**config.mk**
```make
export PLATFORM = sky130hd
export DESIGN_NAME = sram_bus_arbiter_flat
export DESIGN_NICKNAME = d
export VERILOG_FILES = /design/src/rtl/sram_bus_arbiter_if.sv /design/src/rtl/sram_bus_arbiter.sv /design/src/flat_wrapper.sv
export SDC_FILE = /design/constraint.sdc
export NUM_CORES = 1
export LEC_CHECK = 0
export BUFFER_PORTS_ARGS = -buffer_cell sky130_fd_sc_hd__buf_2
export CAP_MARGIN = 20
export CORE_AREA = 2 2 123 125
export DETAILED_ROUTE_END_ITERATION = 8
export DIE_AREA = 0 0 125 127
export GPL_TIMING_DRIVEN = 0
export HOLD_SLACK_MARGIN = 0.12
export PLACE_DENSITY_LB_ADDON = 0.25
export SLEW_MARGIN = 10
export SYNTH_ARGS = -nofsm -noshare
export SYNTH_HDL_FRONTEND = slang
export SYNTH_SLANG_ARGS = --single-unit
```
**constraint.sdc**
```tcl
create_clock -name clk -period 2.6 [get_ports clk]
set_input_delay 0.26 -clock clk [delete_from_list [all_inputs] [get_ports clk]]
set_output_delay 0.26 -clock clk [all_outputs]
set_load 0.02 [all_outputs]
```
**src/rtl/sram_bus_arbiter_if.sv**
```systemverilog
// SRAM-like request/response bus shared by the core masters and the memory port.
//
// Signals:
//   req     request valid, held by the master until addr_ok
//   wr      1 = write, 0 = read
//   size    0/1/2 = byte/half/word
//   wstrb   byte enables for writes
//   addr    byte address
//   wdata   write data
//   addr_ok request accepted this cycle
//   data_ok response this cycle (in issue order)
//   rdata   read data, valid with data_ok
//
// Modports:
//   master  issues requests (drives req..wdata, receives addr_ok/data_ok/rdata)
//   slave   serves requests (receives req..wdata, drives addr_ok/data_ok/rdata)
interface sram_bus_arbiter_if;
    logic        req;
    logic        wr;
    logic [1:0]  size;
    logic [3:0]  wstrb;
    logic [31:0] addr;
    logic [31:0] wdata;
    logic        addr_ok;
    logic        data_ok;
    logic [31:0] rdata;

    modport master (
        output req,
        output wr,
        output size,
        output wstrb,
        output addr,
        output wdata,
        input  addr_ok,
        input  data_ok,
        input  rdata
    );

    modport slave (
        input  req,
        input  wr,
        input  size,
        input  wstrb,
        input  addr,
        input  wdata,
        output addr_ok,
        output data_ok,
        output rdata
    );
endinterface

```
**src/rtl/sram_bus_arbiter.sv**
```systemverilog
// Two-master arbiter sharing one SRAM-like memory port between the instruction-fetch
// master and the data-access master.
//
// Data has fixed priority over inst, but a request that the memory port has not yet
// accepted keeps its grant (lock) until addr_ok, so a master never sees its request
// change under it. Every accepted request pushes its issuer into an in-order tag FIFO;
// each returning data_ok pops the FIFO and is routed to the recorded issuer.
//
// Ports:
//   clk       clock, all state updates on rising edge
//   reset     asynchronous, active-high reset
//   inst_bus  slave side facing the instruction-fetch master
//   data_bus  slave side facing the data-access master
//   mem_bus   master side facing the shared memory port
//
// Parameters:
//   OUTSTANDING  maximum accepted-but-unanswered transactions (power of two, >= 2)
module sram_bus_arbiter #(
    parameter int unsigned OUTSTANDING = 4
) (
    input  logic                      clk,
    input  logic                      reset,
    sram_bus_arbiter_if.slave         inst_bus,
    sram_bus_arbiter_if.slave         data_bus,
    sram_bus_arbiter_if.master        mem_bus
);

    localparam int unsigned PtrW = $clog2(OUTSTANDING);
    localparam int unsigned CntW = PtrW + 1;

    // Grant lock
    logic lock_valid_q, lock_valid_d;
    logic lock_sel_q, lock_sel_d;

    // Tag FIFO: 1 = data master, 0 = inst master
    logic [OUTSTANDING-1:0] fifo_q, fifo_d;
    logic [PtrW-1:0]        wptr_q, wptr_d;
    logic [PtrW-1:0]        rptr_q, rptr_d;
    logic [CntW-1:0]        count_q, count_d;

    logic sel;
    logic full;
    logic accept;
    logic resp;
    logic head_is_data;

    // ------------------------------------------------------------------
    // Grant and request mux
    // ------------------------------------------------------------------
    assign sel  = lock_valid_q ? lock_sel_q : data_bus.req;
    assign full = (count_q == CntW'(OUTSTANDING));

    // Nothing is issued when the tag FIFO is full, even if a response frees a slot
    // in the same cycle; issue resumes once count has dropped.
    assign mem_bus.req   = (sel ? data_bus.req : inst_bus.req) & ~full;
    assign mem_bus.wr    = sel ? data_bus.wr    : inst_bus.wr;
    assign mem_bus.size  = sel ? data_bus.size  : inst_bus.size;
    assign mem_bus.wstrb = sel ? data_bus.wstrb : inst_bus.wstrb;
    assign mem_bus.addr  = sel ? data_bus.addr  : inst_bus.addr;
    assign mem_bus.wdata = sel ? data_bus.wdata : inst_bus.wdata;

    assign accept = mem_bus.req & mem_bus.addr_ok;

    assign data_bus.addr_ok = accept & sel;
    assign inst_bus.addr_ok = accept & ~sel;

    // ------------------------------------------------------------------
    // Response routing
    // ------------------------------------------------------------------
    // A data_ok with nothing outstanding (e.g. left over from before a reset) is
    // dropped: no master sees it and no state moves.
    assign resp         = mem_bus.data_ok & (count_q != '0);
    assign head_is_data = fifo_q[rptr_q];

    assign data_bus.data_ok = resp & head_is_data;
    assign inst_bus.data_ok = resp & ~head_is_data;

    assign inst_bus.rdata = mem_bus.rdata;
    assign data_bus.rdata = mem_bus.rdata;

    // ------------------------------------------------------------------
    // Next state
    // ------------------------------------------------------------------
    always_comb begin
        lock_valid_d = lock_valid_q;
        lock_sel_d   = lock_sel_q;
        fifo_d       = fifo_q;
        wptr_d       = wptr_q;
        rptr_d       = rptr_q;
        count_d      = count_q;

        if (accept) begin
            lock_valid_d = 1'b0;
        end else if (mem_bus.req) begin
            // Pending request: pin the grant so a higher-priority arrival cannot
            // swap the address/data presented to the memory port.
            lock_valid_d = 1'b1;
            lock_sel_d   = sel;
        end

        if (accept) begin
            fifo_d[wptr_q] = sel;
            wptr_d         = wptr_q + PtrW'(1);
        end

        if (resp) begin
            rptr_d = rptr_q + PtrW'(1);
        end

        count_d = count_q + CntW'(accept) - CntW'(resp);
    end

    always_ff @(posedge clk or posedge reset) begin
        if (reset) begin
            lock_valid_q <= 1'b0;
            lock_sel_q   <= 1'b0;
            fifo_q       <= '0;
            wptr_q       <= '0;
            rptr_q       <= '0;
            count_q      <= '0;
        end else begin
            lock_valid_q <= lock_valid_d;
            lock_sel_q   <= lock_sel_d;
            fifo_q       <= fifo_d;
            wptr_q       <= wptr_d;
            rptr_q       <= rptr_d;
            count_q      <= count_d;
        end
    end

endmodule

```
**src/flat_wrapper.sv**
```systemverilog
// flat-port wrapper written by rule: the top's interface ports become plain ports
module sram_bus_arbiter_flat 
#(
    parameter int unsigned OUTSTANDING = 4
)
  (clk, reset, inst_bus_req, inst_bus_wr, inst_bus_size, inst_bus_wstrb, inst_bus_addr, inst_bus_wdata, inst_bus_addr_ok, inst_bus_data_ok, inst_bus_rdata, data_bus_req, data_bus_wr, data_bus_size, data_bus_wstrb, data_bus_addr, data_bus_wdata, data_bus_addr_ok, data_bus_data_ok, data_bus_rdata, mem_bus_req, mem_bus_wr, mem_bus_size, mem_bus_wstrb, mem_bus_addr, mem_bus_wdata, mem_bus_addr_ok, mem_bus_data_ok, mem_bus_rdata);
  sram_bus_arbiter_if inst_bus_i ();
  sram_bus_arbiter_if data_bus_i ();
  sram_bus_arbiter_if mem_bus_i ();
  input  logic clk;
  input  logic reset;
  input wire logic [$bits(inst_bus_i.req)-1:0] inst_bus_req;
  input wire logic [$bits(inst_bus_i.wr)-1:0] inst_bus_wr;
  input wire logic [$bits(inst_bus_i.size)-1:0] inst_bus_size;
  input wire logic [$bits(inst_bus_i.wstrb)-1:0] inst_bus_wstrb;
  input wire logic [$bits(inst_bus_i.addr)-1:0] inst_bus_addr;
  input wire logic [$bits(inst_bus_i.wdata)-1:0] inst_bus_wdata;
  output wire logic [$bits(inst_bus_i.addr_ok)-1:0] inst_bus_addr_ok;
  output wire logic [$bits(inst_bus_i.data_ok)-1:0] inst_bus_data_ok;
  output wire logic [$bits(inst_bus_i.rdata)-1:0] inst_bus_rdata;
  input wire logic [$bits(data_bus_i.req)-1:0] data_bus_req;
  input wire logic [$bits(data_bus_i.wr)-1:0] data_bus_wr;
  input wire logic [$bits(data_bus_i.size)-1:0] data_bus_size;
  input wire logic [$bits(data_bus_i.wstrb)-1:0] data_bus_wstrb;
  input wire logic [$bits(data_bus_i.addr)-1:0] data_bus_addr;
  input wire logic [$bits(data_bus_i.wdata)-1:0] data_bus_wdata;
  output wire logic [$bits(data_bus_i.addr_ok)-1:0] data_bus_addr_ok;
  output wire logic [$bits(data_bus_i.data_ok)-1:0] data_bus_data_ok;
  output wire logic [$bits(data_bus_i.rdata)-1:0] data_bus_rdata;
  output wire logic [$bits(mem_bus_i.req)-1:0] mem_bus_req;
  output wire logic [$bits(mem_bus_i.wr)-1:0] mem_bus_wr;
  output wire logic [$bits(mem_bus_i.size)-1:0] mem_bus_size;
  output wire logic [$bits(mem_bus_i.wstrb)-1:0] mem_bus_wstrb;
  output wire logic [$bits(mem_bus_i.addr)-1:0] mem_bus_addr;
  output wire logic [$bits(mem_bus_i.wdata)-1:0] mem_bus_wdata;
  input wire logic [$bits(mem_bus_i.addr_ok)-1:0] mem_bus_addr_ok;
  input wire logic [$bits(mem_bus_i.data_ok)-1:0] mem_bus_data_ok;
  input wire logic [$bits(mem_bus_i.rdata)-1:0] mem_bus_rdata;
  assign inst_bus_i.req = inst_bus_req;
  assign inst_bus_i.wr = inst_bus_wr;
  assign inst_bus_i.size = inst_bus_size;
  assign inst_bus_i.wstrb = inst_bus_wstrb;
  assign inst_bus_i.addr = inst_bus_addr;
  assign inst_bus_i.wdata = inst_bus_wdata;
  assign inst_bus_addr_ok = inst_bus_i.addr_ok;
  assign inst_bus_data_ok = inst_bus_i.data_ok;
  assign inst_bus_rdata = inst_bus_i.rdata;
  assign data_bus_i.req = data_bus_req;
  assign data_bus_i.wr = data_bus_wr;
  assign data_bus_i.size = data_bus_size;
  assign data_bus_i.wstrb = data_bus_wstrb;
  assign data_bus_i.addr = data_bus_addr;
  assign data_bus_i.wdata = data_bus_wdata;
  assign data_bus_addr_ok = data_bus_i.addr_ok;
  assign data_bus_data_ok = data_bus_i.data_ok;
  assign data_bus_rdata = data_bus_i.rdata;
  assign mem_bus_req = mem_bus_i.req;
  assign mem_bus_wr = mem_bus_i.wr;
  assign mem_bus_size = mem_bus_i.size;
  assign mem_bus_wstrb = mem_bus_i.wstrb;
  assign mem_bus_addr = mem_bus_i.addr;
  assign mem_bus_wdata = mem_bus_i.wdata;
  assign mem_bus_i.addr_ok = mem_bus_addr_ok;
  assign mem_bus_i.data_ok = mem_bus_data_ok;
  assign mem_bus_i.rdata = mem_bus_rdata;
  sram_bus_arbiter #(.OUTSTANDING(OUTSTANDING)) u_core (.clk(clk), .reset(reset), .inst_bus(inst_bus_i), .data_bus(data_bus_i), .mem_bus(mem_bus_i));
endmodule
```
# Word level (Yosys, flattened, before mapping)
# Cells that the tools add are included.
dict set report totals {
  input_bits 180
  register_bits 13
}
dict set report classes {
  bitwise_logic 11
  order_cmp 3
  n_eq_ne 1
  addsub 4
  muxes 14
  n_reduce_logical 4
}
# op n
set ops {}
lappend ops {{32-bit two-way mux} 2}
lappend ops {{1-bit bitwise AND} 7}
lappend ops {{1-bit two-way mux} 7}
lappend ops {{2-bit by 3-bit less-than comparator with 1-bit output (second input constant)} 2}
lappend ops {{2-bit by 1-bit adder with 2-bit output (second input constant)} 2}
lappend ops {{4-bit bitwise mux} 1}
lappend ops {{4-bit two-way mux} 1}
lappend ops {{1-bit NOT} 4}
lappend ops {{3-bit by 1-bit adder with 3-bit output} 1}
lappend ops {{3-bit equality test (second input constant)} 1}
lappend ops {{3-bit nonzero test} 1}
lappend ops {{3-bit by 1-bit subtractor with 3-bit output} 1}
lappend ops {{1-bit binary-select mux with 2-bit select} 1}
lappend ops {{1-bit demux with 2-bit select} 1}
lappend ops {{2-bit by 1-bit >= comparator with 1-bit output (second input constant)} 1}
lappend ops {{2-bit two-way mux} 1}
lappend ops {{2-bit AND reduction} 1}
lappend ops {{2-bit nonzero test} 1}
lappend ops {{1-bit logical AND} 1}

# Depth between registers and ports, before layout
dict set report logic_depth {
  depth_word 6
  ltp_mapped 8
  ltp_nobuf 8
}

# Worst setup path before layout
# OpenSTA, ideal clock, no wires.
dict set report synth_timing {
  path_kind {register -> register}
  start {register u_core.count_q[1]}
  end {register u_core.count_q[2]}
  path_stages_with_launch 9
  slack_ns 0.480
  arrival_ns 1.997
  period_less_slack_ns 2.120
  t_required_ns 2.477
  setup_ns 0.123
  path_cell_list {dfrtp_1 > o31ai_1 > inv_1 > ha_1 > inv_1 > ha_1 > fa_1 > xnor2_1 > xnor2_1}
}
dict set report synth_via {
  elab_cells_between_ends 8
}
# element line_no
set synth_lines {}
lappend synth_lines {{start, declared} sram_bus_arbiter.sv:39} ;# logic [CntW-1:0] count_q, count_d;
lappend synth_lines {{start signal, assigned} sram_bus_arbiter.sv:127} ;# count_q <= count_d;
lappend synth_lines {{3-bit nonzero test} sram_bus_arbiter.sv:72} ;# assign resp = mem_bus.data_ok & (count_q != '0);
lappend synth_lines {{1-bit bitwise AND} sram_bus_arbiter.sv:72}
lappend synth_lines {{net u_core.resp} sram_bus_arbiter.sv:44} ;# logic resp;
lappend synth_lines {{3-bit by 1-bit subtractor with 3-bit output} sram_bus_arbiter.sv:110} ;# count_d = count_q + CntW'(accept) - CntW'(resp);
lappend synth_lines {{net u_core.count_d[2]} sram_bus_arbiter.sv:39}
# The timed path passes the listed nets, and every way through them passes these cells.
# A chain may end at the register's enable or synchronous reset.

# Final worst setup path
dict set report layout_timing {
  start {register u_core.count_q[0]}
  end {register u_core.count_q[2]}
}
# Same word-level chain as after synthesis.

==> impl_summary.md <==
Synthesis
Counting flops and latches in the post-synthesis netlist gives 13. After synthesis the cells add up to 0.00217 mm². Synthesis produced 367 cells. The number of distinct library cells after synthesis is 25. The net count after synthesis is 554. The total of warnings raised by yosys is 0. Dividing the synthesized area by the synthesized cell count gives 5.92 µm². For this run, the register share of the synthesized area comes to 0.150.

Clock network
The clock tree from TritonCTS is built. The number of CTS-inserted buffers is 3. After clock tree synthesis, the flow added hold-fix buffers numbering 1. The maximum level of the CTS H-tree is 1.

Clock-pin slew was measured on the worst setup and hold paths at 0.05 ns. The maximum buffer depth of the clock tree is 2. The clock latency of the later-clocked register in the worst-skew pair is 0.24 ns. CTS placed an instance of sky130_fd_sc_hd__clkbuf_16 at the clock tree root. Counting every sink on the clock net gives 13. The number of instances resized during post-cts repair is 0. After clock tree synthesis, the setup repair step added 0 buffers.

Timing
The worst slew margin relative to its limit is 0.649. Setup violations remaining at the end of the flow were counted as 0. The number of failing hold endpoints at the final stage is 0. The setup slack after layout is 0.320 ns. The final critical-path required period is 2.28 ns. Setup repair after global routing left no endpoint under its margin. The aggregate negative setup slack is 0 ns. Hold timing on the final database bottoms out at a slack of 0.343 ns. The maximum clock frequency is 439 MHz. The clock tree skew after final layout is 0.00396 ns. The fraction of the cycle the final worst path needs is 0.877.

The transition time of the tightest slew-check pin is 0.526 ns. The final max-slew violation count is 0.

Final layout
The proportion of layout cells with a drive suffix above 1 is 0.570. The number of antenna diodes is 0. The area added between synthesis and finish is 80.7%. The final layout contains 846 nets. After filler insertion, the fill cell instance count of the layout stands at 1669. The library cells used most frequently in the layout, excluding fill and tap cells, are sky130_fd_sc_hd__buf_2 (296), sky130_fd_sc_hd__nand2_1 (218), sky130_fd_sc_hd__buf_4 (69). Leaving out fill and tap cells, the most frequent cell in the layout is sky130_fd_sc_hd__buf_2. The final instance area is 0.00392 mm².

Floorplanning
The die is 127 µm tall. The count of standard-cell rows is 44. The region available for standard cell placement spans 0.0144 mm².

For this configuration, the core starts out at a cell density of 0.151. 320 I/O pins were placed. The horizontal die dimension is 125 µm. The total die area is 0.0159 mm².

Global routing
Global routing finished with a remaining overflow of 0. Entering global routing, the biggest net connects 14 pins. The first-pass GRT wire length is 15000 µm.

The initial antenna violation count is 0. The via count of the first global-routing pass came to 2731. In the global route stage, overall resource usage came out at 0.116.

Pwr
The areal power density over the cells is 962 mW/mm². The reported net switching power is 2150 µW. The worst-case IR drop observed on VDD is 0.377 mV. Of the total power, the clock network draws 0.077. Of the total power, the share spent switching nets is 0.569. The share of total power dissipated in combinational logic is 0.811. The internal power of the cells totals 1630 µW. The share of total power dissipated in sequential elements is 0.111. The leakage power figure is 0.00256 µW.

Place
After detailed placement, the total cell area comes to 0.00383 mm². The estimated wirelength of the detail-placed design is 9210 µm. The congestion estimate from routability-driven global placement came to 0.759. The pre-CTS worst setup slack is 0.309 ns. The number of input and output port buffers inserted is 286.

Worst setup path
The worst setup path is captured at a flop. The critical path is of the reg2reg type. Setup slack on the worst reg-to-reg path comes out at 0.32 ns. The endpoint required time on the critical path is 2.76 ns. In this run the worst path has a maximum fanout of 4. STA puts the critical path data arrival time at 2.44 ns. The kind of start point of the critical path is a flop.

Routing
After detailed routing, the average wire length per cell comes to 12.5 µm. Summed over all layers, the routed wires come to 10500 µm. In the routed layout, each cell is associated on average with a via count of 3.62.

The number of remaining DRC errors is 0. The pre-antenna-repair detailed-routing pass consisted of 4 iterations. The initial detailed-routing violation count is 72. The via count of the routed design is 3048.

The number of nets still failing antenna checks after routing is 0.

Run status
The run finished with clean final reports.

Min path
The type of the most critical hold path is in2reg.

Flow run
Max-cap violations in this run came to 0.
critical path: stages, from the launching register on:
cell and delay (ns):
sky130_fd_sc_hd__dfrtp_1 0.41, sky130_fd_sc_hd__o31ai_1 0.41, sky130_fd_sc_hd__inv_1 0.15, sky130_fd_sc_hd__ha_1 0.30, sky130_fd_sc_hd__inv_1 0.03, sky130_fd_sc_hd__ha_1 0.18, sky130_fd_sc_hd__fa_1 0.38, sky130_fd_sc_hd__xnor2_1 0.18
sky130_fd_sc_hd__xnor2_1 0.14
flip-flops by register name, summed over array words and instances (netlist names):
name                 count
u_core.count_q           3
u_core.fifo_q            4
u_core.lock_sel_q        1
u_core.lock_valid_q      1
u_core.rptr_q            2
u_core.wptr_q            2
logic make-up (layout without fill, tap and decap cells):
logic type,count (synthesis),count (layout),share of synthesized area
AND/OR/NAND/NOR,231,231,0.414
buffers and inverters,93,384,0.286
AO/OA/AOI/OAI,13,13,0.0525
flip-flops,13,13,0.150
adder cells (fa/ha/maj),7,7,0.0438
XOR/XNOR,5,5,0.0202
multiplexers,5,5,0.0334
metal layers:
layer / GRT usage / vias up / routed length [µm]
met5: 0 / - / 0
met4: 0.00588 / 0 / 10
met3: 0.0197 / 2 / 737
met2: 0.206 / 148 / 5210
met1: 0.156 / 1262 / 4570
li1: - / 1636 / -
cell usage after synthesis:
| master | number | area share |
|---|---|---|
| sky130_fd_sc_hd__a211oi_2 | 1 | 0.0058 |
| sky130_fd_sc_hd__and2_1 | 1 | 0.0029 |
| sky130_fd_sc_hd__and3b_1 | 1 | 0.0040 |
| sky130_fd_sc_hd__buf_2 | 10 | 0.023 |
| sky130_fd_sc_hd__buf_4 | 69 | 0.24 |
| sky130_fd_sc_hd__clkbuf_1 | 3 | 0.0052 |
| sky130_fd_sc_hd__dfrtp_1 | 13 | 0.15 |
| sky130_fd_sc_hd__fa_1 | 1 | 0.0092 |
| sky130_fd_sc_hd__ha_1 | 6 | 0.035 |
| sky130_fd_sc_hd__inv_1 | 11 | 0.019 |
| sky130_fd_sc_hd__mux2_4 | 2 | 0.014 |
| sky130_fd_sc_hd__mux2i_1 | 2 | 0.0092 |
| sky130_fd_sc_hd__mux4_2 | 1 | 0.010 |
| sky130_fd_sc_hd__nand2_1 | 218 | 0.38 |
| sky130_fd_sc_hd__nand3_1 | 5 | 0.012 |
| sky130_fd_sc_hd__nand3b_1 | 1 | 0.0035 |
| sky130_fd_sc_hd__nor2_1 | 2 | 0.0035 |
| sky130_fd_sc_hd__nor3_1 | 1 | 0.0023 |
| sky130_fd_sc_hd__nor3b_2 | 1 | 0.0058 |
| sky130_fd_sc_hd__o2111ai_4 | 1 | 0.012 |
| sky130_fd_sc_hd__o21ai_0 | 4 | 0.0092 |
| sky130_fd_sc_hd__o31ai_1 | 5 | 0.017 |
| sky130_fd_sc_hd__o41ai_1 | 2 | 0.0081 |
| sky130_fd_sc_hd__or3b_1 | 1 | 0.0040 |
| sky130_fd_sc_hd__xnor2_1 | 5 | 0.020 |
layout make-up:
class	count	area, µm²	share of cell area
repair buffers	287	1440	0.367
multi-input cells	261	1220	0.312
plain buffers	82	579	0.148
flip-flops and latches	13	325	0.0829
well taps	184	230	0.0587
clock buffers	3	75.1	0.0191
inverters	11	41.3	0.0105
clock inverters	1	5.00	0.00128
power groups by stage:
stage | sequential (µW) | clock [µW] | combinational, µW
final | 420 | 292 | 3060
after global routing | 441 | 304 | 3380
after CTS | 424 | 297 | 3130
after detailed placement | 426 | 0 | 3110
after global placement | 426 | 0 | 3130
after floorplan | 394 | 0 | 2080
stage by stage:
stage / utilization / power, µW / instances
after floorplan: - / 2480 / 367
after global placement: 0.266 / 3550 / 837
after detailed placement: 0.266 / 3540 / 837
after CTS: 0.272 / 3850 / 842
after global routing: 0.272 / 4130 / 842
final: 0.272 / 3770 / 842
worst paths after layout:
kind,depth (start not counted),start,end
max,8,u_core.count_q[0],u_core.count_q[2]
min,3,mem_bus_data_ok,u_core.rptr_q[0]
max reg2reg,8,u_core.count_q[0],u_core.count_q[2]
min reg2reg,2,u_core.fifo_q[3],u_core.fifo_q[3]
max in group asynchronous,3,reset,u_core.fifo_q[2]
min in group asynchronous,3,reset,u_core.rptr_q[1]
Note: power is estimated with default switching activity, not from simulation.
